File: src/rtl/instruction_fetch_unit.sv
// -----------------------------------------------------------------------------
// instruction_fetch_unit
//
// Fetches 32-bit instruction words from program ROM and hands them, together
// with their PC, to the single-cycle core. An in-order prefetch queue of DEPTH
// slots hides ROM latency. A redirect from the core flushes the queue, restarts
// fetching at the new PC and discards responses still in flight for the old
// stream.
//
// Ports:
//   i_clk, i_reset_n             clock (rising edge), async active-low reset
//   i_redirect, i_redirect_pc    restart fetch at i_redirect_pc (bits [1:0] ignored)
//   o_mem_req_valid/addr         ROM read request (word-aligned byte address)
//   i_mem_req_ready              ROM accepts the request this cycle
//   i_mem_rsp_valid/data         ROM read data, returned in request order
//   o_instr_valid/o_instr/o_instr_pc  head instruction presented to the core
//   i_instr_ready                core consumes the head instruction
// -----------------------------------------------------------------------------
module instruction_fetch_unit #(
  parameter int          DEPTH    = 4,
  parameter logic [31:0] RESET_PC = 32'h0000_0000
) (
  input  logic        i_clk,
  input  logic        i_reset_n,
  input  logic        i_redirect,
  input  logic [31:0] i_redirect_pc,
  output logic        o_mem_req_valid,
  input  logic        i_mem_req_ready,
  output logic [31:0] o_mem_req_addr,
  input  logic        i_mem_rsp_valid,
  input  logic [31:0] i_mem_rsp_data,
  output logic        o_instr_valid,
  output logic [31:0] o_instr,
  output logic [31:0] o_instr_pc,
  input  logic        i_instr_ready
);

  localparam int PW = $clog2(DEPTH);
  localparam int CW = PW + 1;
  localparam logic [CW:0] DEPTH_W = (CW+1)'(DEPTH);

  typedef enum logic [1:0] {S_IDLE, S_RUN, S_DRAIN} state_t;

  state_t           state_q, state_d;
  logic [31:0]      fetch_pc_q;
  logic [PW-1:0]    head_q, tail_q, fill_ptr_q, next_head;
  logic [CW-1:0]    alloc_q, pending_q, drop_q;
  logic [CW-1:0]    alloc_d, pending_d, drop_d;
  logic [CW:0]      in_use;
  logic [DEPTH-1:0] filled_q;
  logic [31:0]      slot_pc_q   [DEPTH];
  logic [31:0]      slot_data_q [DEPTH];
  logic             req_fire, pop, drop_rsp, fill_en, head_load;
  logic             unused_pc_lsbs;

  assign unused_pc_lsbs = &{1'b0, i_redirect_pc[1:0]};

  // Slots that are reserved (pending or filled) plus responses still owed to
  // the old stream must fit in the queue; this also caps drop at DEPTH.
  assign in_use          = {1'b0, alloc_q} + {1'b0, drop_q};
  assign o_mem_req_valid = (state_q != S_IDLE) && (in_use < DEPTH_W);
  assign o_mem_req_addr  = (state_q == S_IDLE) ? '0 : fetch_pc_q;
  assign o_instr_valid   = filled_q[head_q];

  // NOTE: combinational blocks use blocking '=' and assign every output a
  // default first, so no latch is inferred; clocked blocks use '<=' only.
  always_comb begin
    req_fire  = o_mem_req_valid & i_mem_req_ready;
    pop       = o_instr_valid & i_instr_ready;
    // Responses pay off stale requests first; only then do they fill slots.
    drop_rsp  = i_mem_rsp_valid && (drop_q != '0);
    fill_en   = i_mem_rsp_valid && (drop_q == '0) && (pending_q != '0);
    alloc_d   = alloc_q + CW'(req_fire) - CW'(pop);
    pending_d = pending_q + CW'(req_fire) - CW'(fill_en);
    drop_d    = drop_q - CW'(drop_rsp);
    if (i_redirect) begin
      // Everything still owed after this cycle belongs to the dead stream,
      // including a request accepted now; a response arriving now has
      // already been netted out of pending.
      alloc_d   = '0;
      pending_d = '0;
      drop_d    = drop_q - CW'(drop_rsp) + pending_q + CW'(req_fire) - CW'(fill_en);
    end
  end

  // Slot that will be at the head after this edge, and whether it will hold
  // a filled instruction; the output registers follow it.
  always_comb begin
    next_head = pop ? head_q + PW'(1) : head_q;
    head_load = !i_redirect &&
                (filled_q[next_head] || (fill_en && (fill_ptr_q == next_head)));
  end

  // FSM: state register.
  always_ff @(posedge i_clk or negedge i_reset_n) begin
    if (!i_reset_n) state_q <= S_IDLE;
    else            state_q <= state_d;
  end

  // FSM: next state. S_DRAIN simply mirrors a non-zero drop count.
  always_comb begin
    state_d = state_q;
    unique case (state_q)
      S_IDLE:         state_d = S_RUN;
      S_RUN, S_DRAIN: state_d = (drop_d != '0) ? S_DRAIN : S_RUN;
      default:        state_d = S_IDLE;
    endcase
  end

  // Queue control, counters and fetch PC.
  always_ff @(posedge i_clk or negedge i_reset_n) begin
    if (!i_reset_n) begin
      fetch_pc_q <= RESET_PC;
      head_q     <= '0;
      tail_q     <= '0;
      fill_ptr_q <= '0;
      alloc_q    <= '0;
      pending_q  <= '0;
      drop_q     <= '0;
      filled_q   <= '0;
    end else begin
      alloc_q   <= alloc_d;
      pending_q <= pending_d;
      drop_q    <= drop_d;
      if (i_redirect) begin
        fetch_pc_q <= {i_redirect_pc[31:2], 2'b00};
        head_q     <= '0;
        tail_q     <= '0;
        fill_ptr_q <= '0;
        filled_q   <= '0;
      end else begin
        if (req_fire) begin
          tail_q     <= tail_q + PW'(1);
          fetch_pc_q <= fetch_pc_q + 32'd4;
        end
        // fill_ptr_q always points at an unfilled slot and head_q at a filled
        // one when popping, so these two bit updates never collide.
        if (fill_en) begin
          filled_q[fill_ptr_q] <= 1'b1;
          fill_ptr_q           <= fill_ptr_q + PW'(1);
        end
        if (pop) begin
          filled_q[head_q] <= 1'b0;
          head_q           <= head_q + PW'(1);
        end
      end
    end
  end

  // NOTE: slot storage has no reset; a slot is only read once its filled bit
  // (which is reset) says it holds data, so clearing the array buys nothing.
  always_ff @(posedge i_clk) begin
    if (req_fire && !i_redirect) slot_pc_q[tail_q]       <= fetch_pc_q;
    if (fill_en && !i_redirect)  slot_data_q[fill_ptr_q] <= i_mem_rsp_data;
  end

  // Registered head copy: holds its last value when the queue runs empty,
  // and bypasses the response word when the new head is filled this cycle.
  always_ff @(posedge i_clk or negedge i_reset_n) begin
    if (!i_reset_n) begin
      o_instr    <= '0;
      o_instr_pc <= '0;
    end else if (head_load) begin
      o_instr_pc <= slot_pc_q[next_head];
      o_instr    <= (fill_en && (fill_ptr_q == next_head)) ? i_mem_rsp_data
                                                           : slot_data_q[next_head];
    end
  end

  // A ROM response with nothing outstanding is a protocol violation; it is
  // ignored by the logic above.
  rsp_without_request : assert property (@(posedge i_clk) disable iff (!i_reset_n)
    !(i_mem_rsp_valid && (drop_q == '0) && (pending_q == '0)));

endmodule

File: config.mk
export PLATFORM = sky130hd
export DESIGN_NAME = instruction_fetch_unit
export DESIGN_NICKNAME = d
export VERILOG_FILES = /design/src/rtl/instruction_fetch_unit.sv
export SDC_FILE = /design/constraint.sdc
export NUM_CORES = 1
export LEC_CHECK = 0
export ABC_AREA = 0
export ABC_CLOCK_PERIOD_IN_PS = 4900
export CAP_MARGIN = 30
export CELL_PAD_IN_SITES_DETAIL_PLACEMENT = 0
export CELL_PAD_IN_SITES_GLOBAL_PLACEMENT = 1
export CORE_UTILIZATION = 48
export CTS_CLUSTER_SIZE = 30
export DETAILED_ROUTE_END_ITERATION = 12
export PLACE_DENSITY_LB_ADDON = 0.1
export SETUP_SLACK_MARGIN = 0.15
export SYNTH_ARGS = -nofsm -noshare
export SYNTH_HDL_FRONTEND = slang
export SYNTH_SLANG_ARGS = --single-unit
File: constraint.sdc
create_clock -name i_clk -period 4.9 [get_ports i_clk]
set_input_delay 0.98 -clock i_clk [delete_from_list [all_inputs] [get_ports i_clk]]
set_output_delay 0.98 -clock i_clk [all_outputs]
set_load 0.01 [all_outputs]
==> impl_results.md, run 1 <==
* Hpwl dp at 20490 um
* TritonCTS Buffers at 40
* H-tree levels at 2
* CP startpoint kind: register
* Period utilisation layout at 0.7989
* Buf/Inv on CP at 2
* Worst-Skew Late Latency at 0.53 ns
* Cts hold-fix bufs at 0
* RSZ-0062 raised after global routing: false
* Clock Sinks at 361
* Post-layout minimum cycle time at 3.915 ns
* CTS tree: yes
* Post-CTS sizing at 0
* Die Ht at 187.6 um
* Final Util at 0.5949
* Final Hold Viols at 0
* Syn-to-layout area delta at 21.25%
* R2R depth at 15
* GRT overflow at 0
* CP Max Fanout at 4
* Crit Path Class: reg -> reg
* Core area at 33700 um^2
* CP arrival at 4.36 ns
* Clk pin slew, worst setup/hold paths at 0.06 ns
* Worst-Margin Slew at 0.9616 ns
* Setup TNS Final at 0 ns
* VDD IR-drop max at 271.8 uV
* Total track usage at 0.1962
* Final WL at 33790 um
* Synth Register Bits at 361
* Share of post-route cells with drive strength above 1 at 0.1262
* P_leak at 6.901 nW
* Gpl congestion at 0.7426
* Max transition margin at 0.3590
* NumNets Final at 1373
* Die extent in x at 187.6 um
* Synth Instances at 1111
* Drt pass-1 iters at 5
* Total number of yosys warnings at 0
* Mapped Area at 16530 um^2
* CP delay by family, top: adder cells
* FF-to-FF Start: drop_q[2]
* Crit path required time at 5.35 ns
* CP dominant cell by count: xnor2_1
* # fillers at 2642
* Syn_area_per_cell at 14.88 um^2
* Via Count at 9416
* Netlist cell types at 47
* Final Max Slew Viols at 0
* Status: finished clean
* Port bufs at 161
* Post-CTS setup buffers at 0
* Die area at 35190 um^2
* Ant diodes at 0
* Starting DRT DRC Count at 385
* Routed Antenna Nets at 0
* Hold EP: o_instr_pc[26]
* Clock skew at 0.01369 ns
* Critical path, cell by cell: ha_1 -> or4_4 -> nor2_1 -> and2_1 -> inv_1 -> ha_1 -> inv_1 -> fa_1 -> fa_1 -> xnor2_1 -> xnor2_1 -> nand2_1 -> xnor2_1 -> a41oi_1 -> nor2_1
* Initial Util at 0.4906
* Final setup viols at 0
* Synth Flop Type: edfxtp_1
* Pin count of the biggest net entering global routing at 79
* Core Rows at 67
* Hold/Removal Path Class: reg -> reg
* First-pass GRT wire length at 53900 um
* R2r endpoint: state_q[0]
* Remaining routing DRC violations at 0
* Reg2reg setup slack at 0.99 ns
* Via density at 5.365
* IO Pins at 168
* Vias in the first global route at 9764
* Fmax at 0.2554 GHz
* CP max-delay cell: or4_4
* Worst hold start: o_instr_pc[26]
* Max Root-Sink Buffers at 3
* Drt wl/cell at 19.25 um
* Root buffer cell: clkbuf_16
* EDFF count, synth at 248
* PD cells at 447.2 nW/um^2
* Hold path depth at 1
* Max stage delay on crit path at 0.52 ns
* Ys async rst share at 0.3130
* Crit. End Element: register
* Initial antenna violation count at 0
* MaxCap Viol Count at 0
* Post-synthesis sequential area ratio at 0.6214
-- Yosys cell counts, types with 2 or more instances --
cell type / instances / area share
a21oi_1: 37 / 0.011
a2bb2oi_1: 3 / 0.0016
a31oi_1: 2 / 0.00076
and2_1: 6 / 0.0023
and3_1: 11 / 0.0042
and4_1: 5 / 0.0026
buf_1: 6 / 0.0014
buf_12: 2 / 0.0024
buf_2: 21 / 0.0064
buf_4: 4 / 0.0018
buf_6: 3 / 0.0020
clkbuf_1: 30 / 0.0068
dfrtp_1: 113 / 0.17
edfxtp_1: 248 / 0.45
fa_1: 4 / 0.0048
ha_1: 24 / 0.018
inv_1: 28 / 0.0064
mux2_1: 33 / 0.022
mux2_2: 30 / 0.020
mux2i_1: 222 / 0.13
mux4_2: 33 / 0.045
nand2_1: 48 / 0.011
nand2b_1: 2 / 0.00076
nand3_1: 14 / 0.0042
nand4_1: 4 / 0.0015
nor2_1: 50 / 0.011
nor2b_1: 34 / 0.013
nor3_1: 5 / 0.0015
nor4_1: 2 / 0.00076
o21ai_0: 31 / 0.0094
xnor2_1: 23 / 0.012
xor2_1: 18 / 0.0095
-- area by class of cell --
cell class                 count  area, um^2  share of cell area
multi-input combinational    659        5891              0.2938
sequential                   361       10280              0.5128
clock buffer                  58        1140             0.05686
clock inverter                16       239.0             0.01192
inverter                      28       105.1            0.005242
tap                          448       560.5             0.02796
timing repair buffer         185        1833             0.09143
-- placed cells by master, fill, tap and decap left out, drive strengths merged, types with 7 or more instances in the layout --
| master | synthesis | final |
|---|---|---|
| o21ai | 31 | 31 |
| clkbuf | 30 | 58 |
| xnor2 | 23 | 23 |
| ha | 24 | 24 |
| edfxtp | 248 | 248 |
| inv | 28 | 30 |
| buf | 36 | 26 |
| and2 | 7 | 7 |
| nor2b | 34 | 34 |
| and3 | 11 | 11 |
| mux2 | 63 | 63 |
| dfrtp | 113 | 113 |
| mux2i | 222 | 222 |
| clkdlybuf4s50 | 0 | 159 |
| a21oi | 37 | 37 |
| xor2 | 18 | 18 |
| mux4 | 33 | 33 |
| nand2 | 48 | 48 |
| nand3 | 14 | 14 |
| nor2 | 50 | 50 |
-- through the flow --
step | power [W] | cell area (um^2) | cells | setup WS, ns | hold slack [ns]
after detailed placement | 0.005941 | 18650 | 1680 | 0.9181 | 0.4808
after CTS | 0.009076 | 20030 | 1754 | 0.9524 | 0.4933
after global routing | 0.009403 | 20050 | 1755 | 0.6776 | 0.5115
after floorplan | 0.004969 | 16550 | 1114 | 1.251 | 0.5083
final | 0.008966 | 20050 | 1755 | 0.9852 | 0.4863
after global placement | 0.005917 | 18600 | 1678 | 0.9631 | 0.4753
-- sequential cells by signal, summed over array words and instances (netlist names) --
signal       count
slot_pc_q      120
filled_q         4
tail_q           2
slot_data_q    128
fetch_pc_q      30
alloc_q          3
state_q          2
o_instr_pc      30
fill_ptr_q       2
o_instr         32
head_q           2
pending_q        3
drop_q           3
-- how the worst max path moves through the flow --
stage,start,end,slack [ns],cells after the start
2_1_floorplan,alloc_q[2],state_q[0],1.25,15
3_3_place_gp,i_mem_rsp_valid,state_q[0],0.96,12
3_5_place_dp,i_mem_rsp_valid,state_q[0],0.92,12
4_1_cts,drop_q[2],state_q[0],0.95,15
5_1_grt,drop_q[2],state_q[0],0.68,15
6_report,drop_q[2],state_q[0],0.99,15
-- where the power goes --
| part | switching (W) | internal [W] | total (W) |
|---|---|---|---|
| combinational | 0.000904 | 0.00107 | 0.00197 |
| clock | 0.00116 | 0.00194 | 0.00310 |
| sequential | 0.000242 | 0.00365 | 0.00389 |
| total | 0.00231 | 0.00666 | 0.00897 |
-- worst reg2reg max path: cells and delay by family, from the launching register on --
| kind | cells | cell delay [ns] |
|---|---|---|
| AOI/OAI and AO/OA | 1 | 0.16 |
| xor gates and xnor gates | 3 | 0.59 |
| DFF | 1 | 0.42 |
| and+or+nand+nor | 5 | 1.13 |
| buffers and inverters | 2 | 0.16 |
| adders and majority gates | 4 | 1.38 |
-- kinds of logic (layout without fill, tap and decap cells) --
| group | count (synthesis) | in the layout | share of synthesized area |
|---|---|---|---|
| xor+xnor | 41 | 41 | 0.02172 |
| flops | 361 | 361 | 0.6214 |
| fa+ha+maj | 28 | 28 | 0.02300 |
| simple gates | 187 | 187 | 0.05698 |
| compound gates | 81 | 81 | 0.02724 |
| mux | 318 | 318 | 0.2222 |
| buf+inv | 94 | 287 | 0.02717 |
| other cells | 1 | 4 | 0.0002268 |
-- layer usage --
metal,part of all wire,up-vias,track usage
li1,-,4447,-
met1,0.44,4723,0.2541
met2,0.50,212,0.3457
met3,0.044,34,0.03126
met4,0.013,0,0.04503
met5,0,-,0
Power figures use the tool's default switching activity.
==> run 2, diff against run 1 <==
--- a/config.mk
+++ b/config.mk
@@ -6,7 +6,7 @@
 export NUM_CORES = 1
 export LEC_CHECK = 0
 export ABC_AREA = 0
-export ABC_CLOCK_PERIOD_IN_PS = 4900
+export ABC_CLOCK_PERIOD_IN_PS = 3920
 export CAP_MARGIN = 30
 export CELL_PAD_IN_SITES_DETAIL_PLACEMENT = 0
 export CELL_PAD_IN_SITES_GLOBAL_PLACEMENT = 1
==> constraint.sdc (replaced) <==
create_clock -name i_clk -period 3.92 [get_ports i_clk]
set_input_delay 0.784 -clock i_clk [delete_from_list [all_inputs] [get_ports i_clk]]
set_output_delay 0.784 -clock i_clk [all_outputs]
set_load 0.01 [all_outputs]
==> run 2 against run 1 <==
  * Final cell count is essentially flat
  * Highest routed layer unchanged
  * Clock-buffer cell count decreased by 9
  * Die area unchanged
  * Design area is 0.18% higher
  * Power is 23% higher
  * Global-route usage about the same
  * Setup slack got worse by 0.69 ns
  * Sequential power grew 25%
  * Critical endpoint unchanged
  * Clock power rose by 17%
==> impl_results.md, run 2 (synthesis gave the netlist of run 1 again) <==
* Post-layout minimum cycle time at 3.625 ns
* P_int at 0.008199 W
* Buf/Inv on CP at 2
* P_leak at 6.933 nW
* Drt pass-1 iters at 6
* Via density at 5.345
* Clock skew at 0.01032 ns
* Biggest regs: slot_data_q: 128 flops, slot_pc_q: 120 flops, o_instr: 32 flops
* CP delay by family, top: adder cells
* Layout Cells excl Fill at 1756
* First-pass GRT wire length at 53590 um
* Top reg by flops: slot_data_q
* Crit. End Element: register
* Core Rows at 67
* Pre-CTS WS at 0.2394 ns
* CP max-delay cell: or4_4
* Hold/Removal Path Class: in -> async
* Gpl congestion at 0.7365
* Clk pin slew, worst setup/hold paths at 0.06 ns
* RSZ-0062 raised after global routing: false
* IO Pins at 168
* Max stage delay on crit path at 0.53 ns
* Total track usage at 0.1963
* NumNets Final at 1378
* Post-CTS setup buffers at 0
* Max reg flops at 128
* Period utilisation layout at 0.9248
* Crit Path Class: reg -> reg
* Syn-to-layout area delta at 21.47%
* Die Ht at 187.6 um
* Hpwl dp at 20640 um
* Drt wl/cell at 19.33 um
* GRT overflow at 0
* Setup TNS Final at 0 ns
* Root buffer cell: clkbuf_16
* CP arrival at 4.02 ns
* Max transition margin at 0.3815
* Most frequent cells in the layout: 248 x edfxtp_1, 222 x mux2i_1, 159 x clkdlybuf4s50_1, 111 x dfrtp_1, 49 x nor2_1
* Fmax at 0.2758 GHz
* Final Max Slew Viols at 0
* Post-CTS sizing at 0
* Pin count of the biggest net entering global routing at 82
* Worst-Margin Slew at 0.9278 ns
* Switch share at 0.2590
* Die area at 35190 um^2
* VDD IR-drop max at 263.0 uV
* Worst-Skew Late Latency at 0.51 ns
* Final Hold Viols at 0
* Ant diodes at 0
* Via Count at 9385
* Initial Util at 0.4906
* Die extent in x at 187.6 um
* Crit path required time at 4.32 ns
* Final WL at 33940 um
* Routed Antenna Nets at 0
* Cts hold-fix bufs at 0
* Core area at 33700 um^2
* Port bufs at 161
* Share of post-route cells with drive strength above 1 at 0.1353
* Inst Count DP at 1687
* Initial antenna violation count at 0
* Status: finished clean
* Critical path, cell by cell: ha_1 -> or4_4 -> nor2_2 -> and2_1 -> inv_1 -> ha_1 -> inv_1 -> fa_2 -> fa_2 -> xnor2_2 -> xnor2_1 -> nand2_1 -> xnor2_2 -> a41oi_1 -> nor2_1
* Commonest non-fill, non-tap cell in the layout: edfxtp_1
* Final Worst Setup Slack at 0.2946 ns
* CP Max Fanout at 3
* CP startpoint kind: register
* H-tree levels at 2
* TritonCTS Buffers at 39
* Remaining routing DRC violations at 0
* Clock Sinks at 361
* Vias in the first global route at 9668
* Power share of the clock group at 0.329
* Seq pwr share at 0.440
* Fin area at 20080 um^2
* Final setup viols at 0
* CTS tree: yes
* Starting DRT DRC Count at 371
* Max Root-Sink Buffers at 3
* Logic pwr share at 0.231
* PD cells at 550.9 nW/um^2
* Post-DP Area at 18770 um^2
* Switch Pwr at 0.002866 W
* MaxCap Viol Count at 0
-- run 2: final cells by class --
type / instances / area [um^2]
timing repair buffer: 191 / 1933
tap: 448 / 560.5
clock inverter: 20 / 196.4
inverter: 28 / 105.1
multi-input combinational: 659 / 5913
sequential: 361 / 10280
fill: 2654 / 13620
clock buffer: 49 / 1096
-- run 2: path summary, 6_finish.rpt --
path,startpoint,to,slack [ns],depth (start not counted)
max in group asynchronous,i_reset_n,head_q[1],2.83,1
min,i_reset_n,fetch_pc_q[2],0.35,1
min reg2reg,o_instr_pc[24],o_instr_pc[24],0.49,1
min in group i_clk,o_instr_pc[24],o_instr_pc[24],0.49,1
max,alloc_q[2],state_q[0],0.29,15
max reg2reg,alloc_q[2],state_q[0],0.29,15
-- run 2: per-stage QoR --
| stage | power [W] | hold WS, ns | utilization |
|---|---|---|---|
| 3_5_place_dp | 0.007475 | 0.4808 | 0.5570 |
| 5_1_grt | 0.01161 | 0.4148 | 0.5960 |
| 2_1_floorplan | 0.006212 | 0.4884 | - |
| 3_3_place_gp | 0.007445 | 0.4772 | 0.5570 |
| 4_1_cts | 0.01115 | 0.4114 | 0.5953 |
| 6_report | 0.01106 | 0.3459 | 0.5960 |
-- run 2: power groups by stage --
stage	logic, W	clock network, W	registers [W]
finish	0.00255	0.00364	0.00487
global route	0.00281	0.00388	0.00493
CTS	0.00255	0.00372	0.00487
detailed placement	0.00253	0	0.00494
global placement	0.00250	0	0.00494
floorplan	0.00122	0	0.00499
-- run 2: routing by layer --
| layer | wire length [um] | up-vias | track usage |
|---|---|---|---|
| li1 | - | 4456 | - |
| met1 | 15160 | 4695 | 0.2584 |
| met2 | 16900 | 195 | 0.3413 |
| met3 | 1331 | 39 | 0.03088 |
| met4 | 549 | 0 | 0.04565 |
| met5 | 0 | - | 0 |
==> run 3, diff against run 2 <==
--- a/config.mk
+++ b/config.mk
@@ -10,9 +10,11 @@
 export CAP_MARGIN = 30
 export CELL_PAD_IN_SITES_DETAIL_PLACEMENT = 0
 export CELL_PAD_IN_SITES_GLOBAL_PLACEMENT = 1
+export CORE_ASPECT_RATIO = 1.75
 export CORE_UTILIZATION = 48
 export CTS_CLUSTER_SIZE = 30
 export DETAILED_ROUTE_END_ITERATION = 12
+export GPL_ROUTABILITY_DRIVEN = 0
 export PLACE_DENSITY_LB_ADDON = 0.1
 export SETUP_SLACK_MARGIN = 0.15
 export SYNTH_ARGS = -nofsm -noshare
==> run 3 against run 2 <==
  * Register-to-register slack is essentially flat
  * Global-route usage grew 0.56 points
  * Sequential power is essentially flat
  * Via count grew 0.30%
  * Fmax shrank 0.15%
  * Design area shrank 0.87%
  * Critical endpoint is now state_q[1]
  * Largest cell class unchanged
==> impl_results.md, run 3 (synthesis gave the netlist of run 1 again) <==
* VDD IR-drop max at 327.6 uV
* CP Max Fanout at 3
* Die Ht at 247.5 um
* Post-DP Area at 18740 um^2
* GRT overflow at 0
* CP delay by family, top: adder cells
* Max stage delay on crit path at 0.59 ns
* PD cells at 539.4 nW/um^2
* Crit Path Class: reg -> reg
* Via density at 5.342
* # fillers at 2767
* Die area at 35220 um^2
* Biggest regs: slot_data_q: 128 flops, slot_pc_q: 120 flops, o_instr: 32 flops
* TritonCTS Buffers at 35
* Total track usage at 0.2020
* Setup TNS Final at 0 ns
* Clock skew at 0.02254 ns
* Max reg flops at 128
* Root buffer cell: clkbuf_16
* Vias in the first global route at 9850
* Port bufs at 161
* H-tree levels at 2
* Buf/Inv on CP at 2
* Final WL at 34160 um
* P_leak at 6.855 nW
* Clk pin slew, worst setup/hold paths at 0.07 ns
* CP max-delay cell: or4_4
* Hold/Removal Path Class: in -> async
* Final setup viols at 0
* Hpwl dp at 21280 um
* Worst-Margin Slew at 0.8436 ns
* NumNets Final at 1378
* Fmax at 0.2754 GHz
* Post-layout minimum cycle time at 3.631 ns
* R2R depth at 14
* First-pass GRT wire length at 53720 um
* Routed Antenna Nets at 0
* Drt wl/cell at 19.39 um
* Share of post-route cells with drive strength above 1 at 0.1347
* Final Max Slew Viols at 0
* Worst-Skew Late Latency at 0.53 ns
* Pin count of the biggest net entering global routing at 79
* Core area at 33850 um^2
* Crit. End Element: register
* CP startpoint kind: register
* CP arrival at 4.05 ns
* Via Count at 9413
* Final Hold Viols at 0
* Top reg by flops: slot_data_q
* Core Rows at 89
* Initial antenna violation count at 0
* Max transition margin at 0.4376
* CTS tree: yes
* Ant diodes at 0
* Most frequent cells in the layout: 248 x edfxtp_1, 222 x mux2i_1, 159 x clkdlybuf4s50_1, 111 x dfrtp_1, 49 x nor2_1
* MaxCap Viol Count at 0
* Drt pass-1 iters at 4
* Remaining routing DRC violations at 0
* Period utilisation layout at 0.9262
* Clock Sinks at 361
* Starting DRT DRC Count at 313
* Critical path, cell by cell: ha_1 -> or4_4 -> nor2_4 -> and2_4 -> inv_1 -> ha_1 -> inv_1 -> fa_2 -> fa_2 -> xnor2_2 -> xnor2_1 -> nand2_1 -> xnor2_2 -> a311oi_1
* IO Pins at 168
* Syn-to-layout area delta at 20.42%
* Final Util at 0.5882
* Crit path required time at 4.33 ns
* FF-to-FF Start: alloc_q[2]
* Status: finished clean
* Fin area at 19910 um^2
* Die extent in x at 142.3 um
* R2r endpoint: state_q[1]
* Max Root-Sink Buffers at 3
* Initial Util at 0.4884
* Reg2reg setup slack at 0.29 ns
* RSZ-0062 raised after global routing: true
* Commonest non-fill, non-tap cell in the layout: edfxtp_1
[run 3: changes by cell type in the layout (fill, tap and decap cells not counted), moves of 3 or more]
cell | previous run | this run
buf_12 | 8 | 4
clkbuf_16 | 41 | 35
clkinv_1 | 5 | 2
clkbuf_1 | 4 | 9
buf_4 | 22 | 31
inv_6 | 0 | 3
clkinv_2 | 10 | 6
[run 3: worst max-delay path by stage]
stage | start | slack [ns] | cells after the start | end
floorplan | alloc_q[2] | 0.27 | 15 | state_q[0]
global placement | drop_q[2] | 0.22 | 15 | state_q[0]
finish | alloc_q[2] | 0.29 | 14 | state_q[1]
detailed placement | drop_q[2] | 0.15 | 15 | state_q[0]
global route | alloc_q[2] | 0.15 | 15 | state_q[0]
CTS | drop_q[2] | 0.16 | 15 | state_q[0]
[run 3: area by class of cell]
type                            count  area [um^2]  share of cell area
Clock buffer                       49        978.4             0.04914
Inverter                           28        105.1            0.005279
Sequential cell                   361        10280              0.5163
Timing Repair Buffer              195         1909             0.09590
Tap cell                          455        569.3             0.02859
Clock inverter                     15        140.1            0.007038
Multi-Input combinational cell    659         5928              0.2977
[run 3: per-stage QoR]
stage / instances / power, W / hold WS (ns) / setup slack [ns]
floorplan: 1114 / 0.006212 / 0.4884 / 0.2711
global placement: 1696 / 0.007439 / 0.4774 / 0.2187
detailed placement: 1696 / 0.007467 / 0.4890 / 0.1506
CTS: 1760 / 0.01080 / 0.3892 / 0.1574
global route: 1762 / 0.01127 / 0.4320 / 0.1479
finish: 1762 / 0.01074 / 0.3705 / 0.2893
[run 3: what timing repair did]
action                                  in CTS  in global routing
endpoints found under the setup margin       2                  2
gates cloned                                 0                  0
pin swaps                                    3                  5
hold buffers                                 0                  0
gates resized for setup                      3                  5
setup buffers                                0                  2
endpoints found under the hold margin        0                  0
[run 3: worst reg2reg max path: stages, from the launching register on]
cell and delay [ns]:
dfrtp_1 0.39, ha_1 0.29, or4_4 0.59, nor2_4 0.12, and2_4 0.15, inv_1 0.08, ha_1 0.28, inv_1 0.05
fa_2 0.34, fa_2 0.36, xnor2_2 0.14, xnor2_1 0.14, nand2_1 0.10, xnor2_2 0.21, a311oi_1 0.28
[run 3: metal layers]
| layer | wire (um) | global-route usage | up-vias |
|---|---|---|---|
| met5 | 0 | 0 | - |
| met4 | 871 | 0.06799 | 0 |
| met3 | 1106 | 0.02566 | 51 |
| met2 | 18760 | 0.3849 | 185 |
| met1 | 13420 | 0.2295 | 4734 |
| li1 | - | - | 4443 |
[run 3: power breakdown]
group          total, W  internal (W)  switching (W)  leakage [nW]
Clock           0.00328       0.00189        0.00139         0.551
Combinational   0.00261       0.00142        0.00118          2.62
Sequential      0.00485       0.00456       0.000291          3.69
Total            0.0107       0.00787        0.00287          6.85
